==> src/rtl/control_unit.sv <==
// control_unit: registered opcode-to-control decoder, 1-cycle latency; CONTROL_ILLEGAL_DETECT_EN adds out_ctrl_illegal
module control_unit (
  input  logic       in_clk,
  input  logic       in_rst,
  input  logic [3:0] in_opcode,
  output logic       out_ctrl_regwrt,
  output logic       out_ctrl_memrd,
  output logic       out_ctrl_memwrt,
  output logic       out_ctrl_alusrc,
  output logic [2:0] out_ctrl_aluop,
  output logic       out_ctrl_memtoreg,
  output logic       out_ctrl_branch,
  output logic       out_ctrl_btype,
  output logic       out_ctrl_jump
`ifdef CONTROL_ILLEGAL_DETECT_EN
  ,
  output logic       out_ctrl_illegal
`endif
);
  // {regwrt, memrd, memwrt, alusrc, aluop[2:0], memtoreg, branch, btype, jump}
  logic [10:0] w_ctrl;
  logic [10:0] r_ctrl;
  always_comb begin
    case (in_opcode)
      4'b1111: w_ctrl = 11'b1001_001_0000;
      4'b1110: w_ctrl = 11'b1100_100_1000;
      4'b0011: w_ctrl = 11'b0010_100_0000;
      4'b0100: w_ctrl = 11'b1000_001_0000;
      4'b0101: w_ctrl = 11'b1001_001_0000;
      4'b0110: w_ctrl = 11'b1000_011_0000;
      4'b0111: w_ctrl = 11'b1000_010_0000;
      4'b1000: w_ctrl = 11'b0000_000_0001;
      4'b1001: w_ctrl = 11'b0000_000_0100;
      4'b1010: w_ctrl = 11'b0100_100_0001;
      4'b1011: w_ctrl = 11'b0000_000_0110;
      default: w_ctrl = '0;
    endcase
  end
  always_ff @(posedge in_clk) r_ctrl <= in_rst ? '0 : w_ctrl;
  assign {out_ctrl_regwrt, out_ctrl_memrd, out_ctrl_memwrt, out_ctrl_alusrc, out_ctrl_aluop,
          out_ctrl_memtoreg, out_ctrl_branch, out_ctrl_btype, out_ctrl_jump} = r_ctrl;
`ifdef CONTROL_ILLEGAL_DETECT_EN
  logic w_illegal;
  logic r_illegal;
  assign w_illegal = in_opcode inside {4'b0001, 4'b0010, 4'b1100, 4'b1101};
  always_ff @(posedge in_clk) r_illegal <= in_rst ? 1'b0 : w_illegal;
  assign out_ctrl_illegal = r_illegal;
`endif
endmodule

==> config.mk <==
export PLATFORM = sky130hd
export DESIGN_NAME = control_unit
export DESIGN_NICKNAME = d
export VERILOG_FILES = /design/src/rtl/control_unit.sv
export SDC_FILE = /design/constraint.sdc
export NUM_CORES = 1
export LEC_CHECK = 0
export CORE_AREA = 2 2 39 41
export CTS_CLUSTER_DIAMETER = 40
export CTS_CLUSTER_SIZE = 16
export DETAILED_ROUTE_END_ITERATION = 12
export DIE_AREA = 0 0 41 43
export DONT_BUFFER_PORTS = 1
export SYNTH_ARGS = -nofsm -noshare
export SYNTH_HDL_FRONTEND = slang
export SYNTH_SLANG_ARGS = --single-unit
==> constraint.sdc <==
create_clock -name in_clk -period 1.82 [get_ports in_clk]
set_input_delay 0.364 -clock in_clk [delete_from_list [all_inputs] [get_ports in_clk]]
set_output_delay 0.364 -clock in_clk [all_outputs]
set_load 0.005 [all_outputs]
==> results of run 1 <==
==> logic make-up (layout without fill, tap and decap cells) <==
| logic type | count (synthesis) | count (layout) | share of synthesized area, % |
|---|---|---|---|
| simple gates | 13 | 13 | 21.8 |
| buf+inv | 5 | 8 | 7.37 |
| flops | 11 | 11 | 61.8 |
| compound gates | 4 | 4 | 6.67 |
| xor+xnor | 1 | 1 | 2.46 |
==> where the power goes <==
part | internal (mW) | switching, mW | leakage [nW]
Sequential | 0.248 | 0.00322 | 0.0896
Clock | 0.0812 | 0.0769 | 0.0177
Combinational | 0.00818 | 0.00885 | 0.0527
==> worst max path at each step <==
stage | cells after the start | end | from | slack (ns)
5_1_grt | 0 | out_ctrl_jump | r_ctrl[0] | 0.82
4_1_cts | 0 | out_ctrl_aluop[2] | r_ctrl[6] | 0.84
3_3_place_gp | 2 | r_ctrl[6] | in_opcode[2] | 0.90
6_report | 0 | out_ctrl_aluop[2] | r_ctrl[6] | 0.86
3_5_place_dp | 2 | r_ctrl[6] | in_opcode[2] | 0.88
2_1_floorplan | 3 | r_ctrl[6] | in_opcode[3] | 0.82
==> layer usage <==
| metal | up-vias | part of all wire [%] | global-route usage (%) |
|---|---|---|---|
| li1 | 120 | - | - |
| met1 | 108 | 44 | 7.79 |
| met2 | 11 | 45 | 9.38 |
| met3 | 2 | 7.7 | 6.81 |
| met4 | 0 | 3.0 | 8.00 |
| met5 | - | 0 | 0 |
==> cell usage after synthesis <==
cell type   n
a21o_2      1
a21oi_1     3
buf_6       1
dfxtp_1    11
inv_1       4
nand2b_1    2
nand3_1     1
nor2_1      1
nor3_1      3
nor4_1      4
or2b_1      1
or3b_1      1
xor2_1      1
==> stage by stage <==
step | setup slack [ns] | hold slack [ns] | std cells
finish | 0.858 | 0.171 | 53
global route | 0.820 | 0.157 | 53
CTS | 0.837 | 0.161 | 53
detailed placement | 0.885 | 0.447 | 49
global placement | 0.901 | 0.445 | 49
floorplan | 0.820 | 0.440 | 34
==> layout make-up <==
type,count,area [um2]
Clock inverter,1,5.00
Sequential cell,11,220
Fill cell,149,991
Inverter,4,15.0
Clock buffer,3,22.5
Tap cell,16,20.0
Multi-Input combinational cell,18,110
==> cell usage in the layout (no fill, tap or decap) <==
cell | Yosys | routed
clkinv_2 | 0 | 1
nand3_1 | 1 | 1
nor2_1 | 1 | 1
nor4_1 | 4 | 4
inv_1 | 4 | 4
or3b_1 | 1 | 1
or2b_1 | 1 | 1
a21o_2 | 1 | 1
a21oi_1 | 3 | 3
dfxtp_1 | 11 | 11
nor3_1 | 3 | 3
nand2b_1 | 2 | 2
xor2_1 | 1 | 1
clkbuf_4 | 0 | 3
==> flow_summary.json, run 1 <==
{
  "cts_tree": "done",
  "cts_resized": 0,
  "vias": 241,
  "syn_area_um2": 357,
  "std_cell_rows": 14,
  "max-vdd-ir-drop_uv": 442,
  "fin_util_pct": 28.4,
  "placedInstanceArea_um2": 365,
  "synth_area_leader_cell": "dfxtp_1",
  "drcViolationCount": 0,
  "post-route-period-util_pct": 52.9,
  "grt_pass1_wl_um": 841,
  "final_cell_area_um2": 393,
  "hold_path_end": "r_ctrl[0]",
  "routabilityCongestion": 0.621,
  "dieWidth_um": 41,
  "finalSetupViolCount": 0,
  "routedWlPerCell_um": 10.8,
  "cts_setup_buffers": 0,
  "hold_depth": 1,
  "final-hold-violation-count": 0,
  "syn_to_final_growth_pct": 10.2,
  "gr-total-overflow": 0,
  "first_pass_iters": 4,
  "dr.first_iter.drc_count": 5,
  "synth_top_area_share_pct": 61.8,
  "power_mw": 0.426,
  "critPathArrivalTime_ns": 0.60,
  "power_density_nw_per_um2": 1080,
  "fp.dieH_um": 43,
  "vias_per_cell": 4.55,
  "p_leak_nw": 0.160,
  "critical_path_required_ns": 1.46,
  "layout-drive-gt1-share_pct": 13.5,
  "clockBufferDepth": 2,
  "track_usage_pct": 7.96,
  "ctsHoldBuffers": 0,
  "min_from": "in_rst",
  "avgSynthCellArea_um2": 10.5,
  "drv_cap": 0,
  "clk_pin_slew_ns": 0.07,
  "ys_seq_elements": 11,
  "dieArea_um2": 1760,
  "start_util_pct": 25.8,
  "synthDistinctLibCells": 13,
  "tightest_slew_ns": 0.229,
  "top_register": "r_ctrl",
  "cp-start-kind": "flip-flop",
  "core_area_um2": 1380,
  "min_path_type": "input pin to flip-flop",
  "slew-limit-headroom_pct": 84.6,
  "hpwlAfterDp_um": 446,
  "reg.largest.list": "r_ctrl x11",
  "crit_type": "flip-flop to output pin",
  "fmax_mhz": 1040,
  "nNetsFinal": 44,
  "largest_reg_flops": 11,
  "grt_pass1_vias": 208,
  "antenna_found_initial": 0,
  "drv_slew": 0,
  "detail-route-antenna-nets": 0,
  "h-tree-depth": 1,
  "cts.sinks": 11,
  "cp_max_fo": 1,
  "tns_ns": 0,
  "ys_seq_area_share_pct": 61.8,
  "diodes": 0,
  "numPortBuffers": 0,
  "routed_wl_um": 572,
  "synth_nets": 40,
  "synthCells": 34,
  "run_status": "finished, final reports clean",
  "cts-root-buf": "clkbuf_4",
  "grt_start_max_net_pins": 10,
  "fin_crit_ns": 0.962,
  "synth_area_leaders": "dfxtp_1 (62%), nor4_1 (7.0%), a21oi_1 (4.2%), nor3_1 (4.2%), inv_1 (4.2%)",
  "cts_made_buffers": 3,
  "io_pins": 17,
  "rsz0062_at_grt": "no",
  "synth_warnings": 0,
  "end_kind": "output pin"
}
Power figures use the tool's default switching activity.
==> run 2: changes to the inputs <==
- ABC_AREA: not set -> 1
- clock period: 1.82 -> 1 ns (I/O delays scaled with it)
==> run 2 against run 1 <==
Die area is the same. Clock power grew 84%. Highest routed layer unchanged. Routed wire length grew 9.4%. Global-route usage grew 1.5 points. Power grew 88%. Combinational power grew to 3.0 times the previous value. Critical endpoint is now out_ctrl_btype. Critical path depth is the same.
==> flow_summary.json, run 2 <==
{
  "run_status": "finished, final reports clean",
  "multi_input_area_um2": 118,
  "cts.sinks": 11,
  "synth_warnings": 0,
  "drv_slew": 0,
  "dieWidth_um": 41,
  "std_cell_rows": 14,
  "crit_type": "flip-flop to output pin",
  "start_util_pct": 26.7,
  "fin_util_pct": 32.2,
  "ys_dominant_reg_cell": "dfxtp_1",
  "power_density_nw_per_um2": 1800,
  "antenna_found_initial": 0,
  "synth_xor_area_share_pct": 0,
  "grt_pass1_wl_um": 1040,
  "end_kind": "output pin",
  "grt_start_max_net_pins": 7,
  "drv_cap": 0,
  "core_area_um2": 1380,
  "routed_wl_um": 626,
  "critical_path_required_ns": 0.80,
  "synth_nets": 48,
  "h-tree-depth": 1,
  "syn_to_final_growth_pct": 20.7,
  "rsz0062_at_grt": "no",
  "dr.first_iter.drc_count": 11,
  "track_usage_pct": 9.44,
  "synth_area_leader_cell": "dfxtp_1",
  "io_pins": 17,
  "dp.cells": 58,
  "synth_fa_ha_area_share_pct": 0,
  "synthArstFlopShare_pct": 0,
  "grt_pass1_vias": 241,
  "layout-drive-gt1-share_pct": 22.4,
  "gr-total-overflow": 0,
  "ys_seq_elements": 11,
  "dieArea_um2": 1760,
  "max-vdd-ir-drop_uv": 293,
  "syn_area_um2": 369,
  "synth.area.mux_share_pct": 0,
  "vias_per_cell": 4.38,
  "cts_tree": "done",
  "final_common_cell": "dfxtp_1",
  "cts-root-buf": "clkbuf_4",
  "clk_pin_slew_ns": 0.06,
  "synth.most_common_cell": "dfxtp_1",
  "vias": 285,
  "finalSetupViolCount": 0,
  "tns_ns": 0,
  "final-hold-violation-count": 0,
  "slew-limit-headroom_pct": 89.6,
  "cts_made_buffers": 3,
  "drcViolationCount": 0,
  "critPathArrivalTime_ns": 0.60,
  "p_leak_nw": 0.211,
  "ys_top_cells_by_count": "dfxtp_1 (11), nor2_1 (8), inv_1 (5)",
  "layoutNonFillerInstCount": 65,
  "final_cell_mix": "dfxtp_1 (11), nor2_1 (8), inv_1 (5)",
  "regArea_um2": 220,
  "synthDistinctLibCells": 14,
  "reg.largest.list": "r_ctrl x11",
  "routedWlPerCell_um": 9.63,
  "first_pass_iters": 5,
  "fillerInstances": 148,
  "hpwlAfterDp_um": 461,
  "largest_reg_flops": 11,
  "cp_max_fo": 1,
  "post-route-period-util_pct": 79.8,
  "top_register": "r_ctrl",
  "diodes": 0,
  "ys_seq_area_share_pct": 59.7,
  "clockBufferDepth": 2,
  "hold_slack_ns": 0.0669,
  "tightest_slew_ns": 0.155,
  "synth_top_area_share_pct": 59.7,
  "synthSimpleGateAreaFrac_pct": 25.8,
  "cp-start-kind": "flip-flop",
  "min_path_type": "input pin to flip-flop",
  "power_mw": 0.800,
  "synth_area_leaders": "dfxtp_1 (60%), nor2_1 (8.1%), inv_1 (5.1%), a21oi_2 (4.7%), nand3_1 (4.1%)",
  "synth-compound-area-share_pct": 6.10,
  "fmax_mhz": 1250,
  "routabilityCongestion": 0.661,
  "synth_top_family_by_area": "simple AND/OR/NAND/NOR gates",
  "avgSynthCellArea_um2": 8.79,
  "synth-edff-count": 0,
  "numPortBuffers": 0,
  "fin_crit_ns": 0.798,
  "fp.dieH_um": 43,
  "synthCells": 42,
  "detail-route-antenna-nets": 0,
  "nNetsFinal": 56
}
==> run 2: changes by cell type in the layout (fill, tap and decap cells not counted), sizes merged, moves of 2 or more <==
cell | before | now
nand3 | 1 | 3
nor4 | 4 | 0
nor3 | 3 | 1
nand2 | 0 | 6
nor2 | 1 | 9
inv | 4 | 7
dlygate4sd3 | 0 | 3
nand2b | 2 | 0
==> run 2: layout make-up <==
cell class | instances | share of cell area [%]
Multi-Input combinational cell | 23 | 26.4
Clock buffer | 4 | 5.90
Sequential cell | 11 | 49.4
Timing Repair Buffer | 3 | 6.74
Tap cell | 16 | 4.49
Inverter | 8 | 7.02
==> run 2: report_power, final <==
group          switching, mW  internal (mW)  total (mW)  leakage, nW
registers            0.00580          0.452       0.458       0.0897
logic                 0.0289         0.0225      0.0514        0.106
clock network          0.136          0.154       0.291       0.0150
==> run 2: per-stage QoR <==
step / setup slack, ns / area, um2
final: 0.202 / 445
after global routing: 0.164 / 445
after CTS: 0.198 / 435
after detailed placement: 0.354 / 389
after global placement: 0.386 / 389
after floorplan: 0.416 / 369
==> run 2: kinds of logic after synthesis <==
group,Yosys count
and+or+nand+nor,20
AOI/OAI and AO/OA,3
buffers and inverters,8
DFF,11
==> run 2: worst paths after layout <==
kind | startpoint | end | slack [ns] | cells past startpoint
worst max-delay path | r_ctrl[1] | out_ctrl_btype | 0.20 | 0
worst min-delay path | in_opcode[1] | r_ctrl[1] | 0.07 | 2
==> run 2: repair_timing <==
action	in CTS	in global routing
endpoints found under the setup margin	0	0
hold buffers	2	1
gates resized for setup	0	0
endpoints found under the hold margin	3	1
buffers inserted	0	0
==> run 2: metal layers <==
layer / global-route usage (%) / wire [um] / share of wire [%]
met3: 3.14 / 31 / 5.0
met1: 9.00 / 220 / 35
met4: 12.0 / 23 / 3.7
met5: 0 / 0 / 0
met2: 13.1 / 350 / 56
==> run 3: changes to the inputs <==
- ABC_AREA: 1 -> 0
- clock period: 1 -> 0.8 ns (I/O delays scaled with it)
==> run 3 against run 2 <==
The run now ends with hold timing left. First-iteration DRC count shrank 64%. Clock power up 24%. Power grew 23%. Critical endpoint is now r_ctrl[8]. Final cell count decreased by 15%. Hold slack lost 0.11 ns. Combinational power down 3%. Cell area is 5.9% lower. Die area stayed put. Global-route usage is 1.4 points lower. Sequential cell count did not move. Non-clock buffer count is 1 lower. Routed wire length fell by 6.2%. Critical path type is now input pin to flip-flop.
==> flow_summary.json, run 3 (same netlist as run 1, synthesis figures left out) <==
{
  "h-tree-depth": 1,
  "cts_made_buffers": 3,
  "final-hold-violation-count": 5,
  "first_pass_iters": 2,
  "cp_top_family": "buffers and inverters",
  "fin_ws_ns": 0.00312,
  "final_common_cell": "dfxtp_1",
  "cpPeakStageDelay_ns": 0.57,
  "grt_start_max_net_pins": 10,
  "syn_to_final_growth_pct": 17.5,
  "start_util_pct": 25.8,
  "routabilityCongestion": 0.621,
  "hold_depth": 1,
  "dr.first_iter.drc_count": 4,
  "cp_max_fo": 8,
  "reg.largest.list": "r_ctrl x11",
  "dieArea_um2": 1760,
  "antenna_found_initial": 0,
  "p_leak_nw": 0.169,
  "min_from": "in_opcode[2]",
  "run_status": "finished with violations",
  "min_path_type": "input pin to flip-flop",
  "detail-route-antenna-nets": 0,
  "end_kind": "flip-flop",
  "hold_path_end": "r_ctrl[0]",
  "path_buf_inv": 1,
  "tns_ns": 0,
  "cp-start-kind": "input pin",
  "numPortBuffers": 0,
  "post-route-period-util_pct": 99.6,
  "fp.dieH_um": 43,
  "cp_slowest_cell": "dlygate4sd3_1",
  "placedInstanceArea_um2": 365,
  "power_mw": 0.983,
  "routed_wl_um": 587,
  "tightest_slew_ns": 0.229,
  "hold_slack_ns": -0.0436,
  "fillerInstances": 149,
  "drv_slew": 0,
  "core_area_um2": 1380,
  "layout-drive-gt1-share_pct": 15.4,
  "nNetsFinal": 46,
  "track_usage_pct": 8.06,
  "final_cell_mix": "dfxtp_1 (11), inv_1 (4)",
  "clockBufferDepth": 2,
  "layoutNonFillerInstCount": 55,
  "fmax_mhz": 1250,
  "std_cell_rows": 14,
  "cts.sinks": 11,
  "slew-limit-headroom_pct": 84.6,
  "fin_crit_ns": 0.797,
  "finalSetupViolCount": 0,
  "io_pins": 17,
  "top_register": "r_ctrl",
  "largest_reg_flops": 11,
  "power_density_nw_per_um2": 2350,
  "routedWlPerCell_um": 10.7,
  "fin_util_pct": 30.3,
  "crit_type": "input pin to flip-flop",
  "crit_chain": "dlygate4sd3_1, nor4_1",
  "final_cell_area_um2": 419,
  "drcViolationCount": 0,
  "dieWidth_um": 41,
  "clk_pin_slew_ns": 0.07,
  "cts_tree": "done",
  "cts-root-buf": "clkbuf_4",
  "gr-total-overflow": 0,
  "vias": 247,
  "critical_path_required_ns": 0.97,
  "violations": "hold timing",
  "vias_per_cell": 4.49,
  "grt_pass1_vias": 216,
  "grt_pass1_wl_um": 855,
  "dp.cells": 49,
  "rsz0062_at_grt": "no",
  "critPathArrivalTime_ns": 0.97,
  "hpwlAfterDp_um": 446,
  "max-vdd-ir-drop_uv": 1030,
  "diodes": 0,
  "drv_cap": 0,
  "dp_slack_ns": 0.0688
}
## run 3: report_power, final
part	total (mW)	switching [mW]	internal, mW
registers	0.571	0.00733	0.564
logic	0.0498	0.0240	0.0258
clock network	0.362	0.177	0.185
total	0.983	0.209	0.774
## run 3: worst max path at each step
stage,endpoint,slack [ns],from,cells after the start
after global routing,r_ctrl[2],0.0008,in_rst,2
after CTS,out_ctrl_aluop[2],0.02,r_ctrl[6],0
after floorplan,r_ctrl[6],0.004,in_opcode[3],3
final,r_ctrl[8],0.003,in_opcode[3],2
after global placement,r_ctrl[6],0.08,in_opcode[2],2
after detailed placement,r_ctrl[6],0.07,in_opcode[2],2
## run 3: metal layers
layer / routed length [um] / GRT usage [%]
met2: 271 / 9.69
met3: 49 / 6.81
met1: 256 / 7.79
met5: 0 / 0
met4: 9 / 8.00
## run 3: final cells by class
class | count | area (um2) | share of cell area, %
repair buffers | 2 | 20.0 | 4.78
clock inverters | 1 | 5.00 | 1.19
well taps | 16 | 20.0 | 4.78
inverters | 4 | 15.0 | 3.58
clock buffers | 3 | 22.5 | 5.37
multi-input cells | 18 | 116 | 27.8
flip-flops and latches | 11 | 220 | 52.5
## run 3: timing repair
item,CTS,global route
gates resized for setup,0,1
buffers inserted,0,0
endpoints found under the hold margin,6,5
setup endpoints to repair,0,1
hold buffers,1,1
